**src/rtl/serial_adder_ctrl.sv**
```systemverilog
// serial_adder_ctrl: WIDTH-bit adder built from one 1-bit full-adder cell.
// The cell is reused over WIDTH clock cycles, one bit per cycle, LSB first.
// The controller owns the operand shift registers, the carry flop, the bit
// counter and the start/done handshake.
//
// Handshake: start is sampled only in IDLE or DONE. An accepted start loads
// the operands and carry-in on the same edge. busy is high whenever the FSM
// is not in IDLE. done is a one-cycle pulse during which s and c_out are
// valid. s and c_out then hold until the next accepted start.
//
// Optional feature macro: SERIAL_ADDER_OVF_EN adds the ovf output, which is
// the two's-complement overflow of the addition.

// Single full-adder cell shared by every bit position.
module serial_adder_fa (
   input  logic a,
   input  logic b,
   input  logic c_in,
   output logic s,
   output logic c_out
);
   assign s     = a ^ b ^ c_in;
   assign c_out = (a & b) | (c_in & (a ^ b));
endmodule

module serial_adder_ctrl #(
   parameter int WIDTH = 8
) (
   input  logic             clk,
   input  logic             rst,
   input  logic             start,
   input  logic [WIDTH-1:0] a,
   input  logic [WIDTH-1:0] b,
   input  logic             c_in,
   output logic             busy,
   output logic             done,
   output logic [WIDTH-1:0] s,
   output logic             c_out
`ifdef SERIAL_ADDER_OVF_EN
   ,
   output logic             ovf
`endif
);

   localparam int CW = $clog2(WIDTH + 1);
   localparam logic [CW-1:0] LAST_BIT = CW'(WIDTH - 1);

   typedef enum logic [1:0] {
      IDLE = 2'd0,
      RUN  = 2'd1,
      DONE = 2'd2
   } state_e;

   // FSM state; observable hierarchically as state_q.
   state_e state_q, state_d;

   logic [WIDTH-1:0] a_sr_q, a_sr_d;
   logic [WIDTH-1:0] b_sr_q, b_sr_d;
   logic [WIDTH-1:0] s_sr_q, s_sr_d;
   logic             carry_q, carry_d;
   logic [CW-1:0]    count_q, count_d;
`ifdef SERIAL_ADDER_OVF_EN
   logic             ovf_q, ovf_d;
`endif

   logic fa_s;
   logic fa_cout;
   logic accept;
   logic last_bit;

   // start is only honoured when no addition is in progress.
   assign accept   = start && ((state_q == IDLE) || (state_q == DONE));
   assign last_bit = (count_q == LAST_BIT);

   serial_adder_fa u_fa (
      .a     (a_sr_q[0]),
      .b     (b_sr_q[0]),
      .c_in  (carry_q),
      .s     (fa_s),
      .c_out (fa_cout)
   );

   // Next-state logic.
   always_comb begin
      state_d = state_q;
      case (state_q)
         IDLE:    if (start) state_d = RUN;
         RUN:     if (last_bit) state_d = DONE;
         DONE:    state_d = start ? RUN : IDLE;
         default: state_d = IDLE;
      endcase
   end

   // Datapath: load on accept, otherwise shift one bit per RUN cycle.
   always_comb begin
      a_sr_d  = a_sr_q;
      b_sr_d  = b_sr_q;
      s_sr_d  = s_sr_q;
      carry_d = carry_q;
      count_d = count_q;
`ifdef SERIAL_ADDER_OVF_EN
      ovf_d   = ovf_q;
`endif
      if (accept) begin
         a_sr_d  = a;
         b_sr_d  = b;
         s_sr_d  = '0;
         carry_d = c_in;
         count_d = '0;
`ifdef SERIAL_ADDER_OVF_EN
         ovf_d   = 1'b0;
`endif
      end else if (state_q == RUN) begin
         a_sr_d = a_sr_q >> 1;
         b_sr_d = b_sr_q >> 1;
         // Sum bits enter at the MSB so that after WIDTH shifts bit 0 is the LSB.
         s_sr_d = s_sr_q >> 1;
         s_sr_d[WIDTH-1] = fa_s;
         carry_d = fa_cout;
         if (!last_bit) count_d = count_q + CW'(1);
`ifdef SERIAL_ADDER_OVF_EN
         // carry_q is the carry into the MSB on the last bit.
         if (last_bit) ovf_d = carry_q ^ fa_cout;
`endif
      end
   end

   // Output decode from state; result outputs come straight from flops.
   always_comb begin
      busy = (state_q != IDLE);
      done = (state_q == DONE);
   end

   assign s     = s_sr_q;
   assign c_out = carry_q;
`ifdef SERIAL_ADDER_OVF_EN
   assign ovf   = ovf_q;
`endif

   // State and datapath registers with synchronous reset.
   always_ff @(posedge clk) begin
      if (rst) begin
         state_q <= IDLE;
         a_sr_q  <= '0;
         b_sr_q  <= '0;
         s_sr_q  <= '0;
         carry_q <= 1'b0;
         count_q <= '0;
`ifdef SERIAL_ADDER_OVF_EN
         ovf_q   <= 1'b0;
`endif
      end else begin
         state_q <= state_d;
         a_sr_q  <= a_sr_d;
         b_sr_q  <= b_sr_d;
         s_sr_q  <= s_sr_d;
         carry_q <= carry_d;
         count_q <= count_d;
`ifdef SERIAL_ADDER_OVF_EN
         ovf_q   <= ovf_d;
`endif
      end
   end

endmodule

```
**config.mk**
```make
export PLATFORM = sky130hd
export DESIGN_NAME = serial_adder_ctrl
export DESIGN_NICKNAME = d
export VERILOG_FILES = /design/src/rtl/serial_adder_ctrl.sv
export SDC_FILE = /design/constraint.sdc
export NUM_CORES = 1
export LEC_CHECK = 0
export ABC_AREA = 1
export BUFFER_PORTS_ARGS = -buffer_cell sky130_fd_sc_hd__buf_2
export CAP_MARGIN = 20
export CORE_UTILIZATION = 52
export DETAILED_ROUTE_END_ITERATION = 16
export PLACE_DENSITY_LB_ADDON = 0.25
export SETUP_SLACK_MARGIN = 0.15
export SYNTH_ARGS = -nofsm -noshare
export SYNTH_HDL_FRONTEND = slang
export SYNTH_SLANG_ARGS = --single-unit
```
**constraint.sdc**
```tcl
create_clock -name clk -period 1.5 [get_ports clk]
set_input_delay 0.3 -clock clk [delete_from_list [all_inputs] [get_ports clk]]
set_output_delay 0.3 -clock clk [all_outputs]
set_load 0.01 [all_outputs]
```
==> out/metrics.csv <==
stage,metric,value,unit
sta,fmax,776.5,MHz
finish,drive_gt1_frac,0.2613,
routing,drc,0,
pwr,netSwitchingPower,461.5,µW
sta,clock-skew-final,0.007063,ns
synthesis,synth.area.top_cells,"dfxtp_1 44%, nand2_1 18%, a21oi_1 8.9%",
finish,final_area,1630,µm²
sta,post-route-period-util,0.8585,
sta,final-hold-violation-count,0,
setup_path,crit_chain,"inv_6, nand2_1, buf_2",
global_routing,gr-total-overflow,0,
setup_path,path_class,register to output pin,
clock_network,path_clk_slew,0.09,ns
sta,worst_slew_pin_slew,0.4037,ns
finish,syn_to_final_growth,16.55,%
pwr,intPower,1.183,mW
die,ios,31,
sta,rsz0062_at_grt,false,
global_routing,grt_first_pass_wirelength,4.678,mm
sta,setup_tns,0,ns
synthesis,ys_seq_elements,31,
pwr,p_per_area,1009,nW/µm²
sta,setup_viol,0,
routing,routed_wl,2.827,mm
routing,ant_nets,0,
pwr,pwr-share-seq,0.546,
placed_design,placed_area,1549,µm²
synthesis,synth_top_area_share,0.4436,
placed_design,hpwl,1.999,mm
routing,vias_per_cell,5.091,
placed_design,gp_congestion,0.7276,
setup_path,startpoint_type,register,
finish,mostFrequentLayoutCells,"67 x nand2_1, 30 x buf_2, 29 x dfxtp_1",
routing,wl_per_cell,11.22,µm
die,fp-row-count,18,
clock_network,root_buffer,clkbuf_4,
clock_network,cts_max_level,2,
placed_design,numPortBuffers,30,
routing,drtPass1Iterations,4,
die,start_util,0.5596,
finish,final_common_cell,nand2_1,
routing,drt-initial-drc-count,24,
pwr,peakVddDrop,0.8514,mV
clock_network,ctsHoldBuffers,0,
setup_path,crit_arrival,0.99,ns
synthesis,syn_inst,187,
routing,via_count,1283,
sta,maxSlewViolCount,0,
synthesis,ys_seq_area_frac,0.4436,
status,status,completed,
finish,n_antenna_cell,0,
die,design.core.area,2500,µm²
synthesis,ys_warn_count,0,
clock_network,cts_num_sinks,31,
pwr,p_leak,0.7359,nW
run,drv_cap,0,
pwr,clkPwrFrac,0.297,
die,die_h,53.87,µm
finish,num-nets-final,244,
synthesis,synth_area_per_cell,7.480,µm²
synthesis,synth_nets,209,
clock_network,clkLatencyLatePin,0.33,ns
setup_path,critPathMaxStageDelay,0.39,ns
sta,slew_headroom,0.7302,
die,dieArea,2901,µm²
pwr,netSwitchingFraction,0.2806,
clock_network,cts_buffers,5,
global_routing,antenna_found_initial,0,
global_routing,grtUsageTotal,0.2312,
worst_hold_path,hold_class,input pin to register,
setup_path,required,1.20,ns
synthesis,synth_area,1399,µm²
pwr,pwr-share-comb,0.157,
setup_path,cp_max_fo,6,
sta,finalCriticalPeriod,1.288,ns
synthesis,ys_types,28,
clock_network,cts_tree,built,
die,die_w,53.87,µm
setup_path,critPathSlowestCell,dfxtp_4,
synthesis,synth_area_leader_cell,dfxtp_1,
clock_network,cts_buffer_depth,2,
global_routing,grt_pass1_vias,1125,
global_routing,grt_max_degree,16,
setup_path,critPathCaptureType,output pin,
[kinds of logic after synthesis]
logic type	synth area share
flip-flops	0.4437
buffers and inverters	0.07512
adder cells (fa/ha/maj)	0.02325
AND/OR/NAND/NOR	0.3336
XOR/XNOR	0.006262
AO/OA/AOI/OAI	0.1181
[flip-flops by register name (all words and copies together) (netlist names)]
register / cells
s: 8
b_sr_q: 8
c_out: 1
count_q: 4
state_q: 2
a_sr_q: 8
[layout make-up]
cell class	instances	area, µm²
multi-input combinational	139	678.2
sequential	31	628.1
clock buffer	6	51.30
tap	30	37.54
fill	221	869.6
clock inverter	1	5.005
timing repair buffer	34	180.2
inverter	11	50.05
[worst paths after layout]
check                           from  slack, ns                endpoint  cells past startpoint
min                             a[7]       0.20  a_sr_q[7]$_SDFFE_PP0P_                      3
min reg2reg   b_sr_q[6]$_SDFFE_PP0P_       0.47  b_sr_q[6]$_SDFFE_PP0P_                      2
max reg2reg  state_q[0]$_SDFFE_PP0P_       0.25  a_sr_q[2]$_SDFFE_PP0P_                      6
max          state_q[0]$_SDFFE_PP0P_       0.21                    busy                      3
[Yosys cell counts, drive strengths merged]
| cell | number |
|---|---|
| a21oi | 25 |
| buf | 4 |
| clkbuf | 2 |
| clkinv | 2 |
| dfxtp | 31 |
| fa | 1 |
| ha | 1 |
| inv | 9 |
| nand2 | 72 |
| nand3 | 6 |
| nand3b | 2 |
| nand4 | 1 |
| nor2 | 14 |
| nor3 | 6 |
| o21ai | 8 |
| or2 | 2 |
| xor2 | 1 |
[power by group through the flow]
stage                     registers (mW)  clock network, mW  logic, mW
after floorplan                    0.914                  0      0.194
after global placement             0.916                  0      0.243
after detailed placement           0.918                  0      0.250
after CTS                          0.898              0.502      0.251
after global routing               0.904              0.534      0.293
final                              0.899              0.488      0.258
[critical path, delay by kind of cell (launching register included)]
family | cells | cell delay [ns]
buffers and inverters | 2 | 0.22
and+or+nand+nor | 1 | 0.05
DFF | 1 | 0.39
[per-stage QoR]
| stage | std cells | hold WS, ns | total power, mW | worst slack [ns] | utilization |
|---|---|---|---|---|---|
| floorplan | 187 | 0.4348 | 1.108 | 0.3842 | - |
| global placement | 244 | 0.4495 | 1.160 | 0.1557 | 0.6196 |
| detailed placement | 244 | 0.4566 | 1.167 | 0.1264 | 0.6196 |
| CTS | 251 | 0.1976 | 1.651 | 0.1547 | 0.6441 |
| global route | 252 | 0.1976 | 1.731 | 0.1541 | 0.6522 |
| finish | 252 | 0.2020 | 1.644 | 0.2122 | 0.6522 |
[per-layer routing]
layer,routed length (µm),vias up,global-route usage
met2,1334,40,0.3704
met5,0,-,0
li1,-,669,-
met4,50,0,0.1184
met1,1281,567,0.2748
met3,161,7,0.07345
[what timing repair did]
item	4_1_cts	5_1_grt
setup buffers	0	1
setup endpoints to repair	10	17
pin swaps	0	0
resized for setup	4	4
Power figures use the tool's default switching activity.
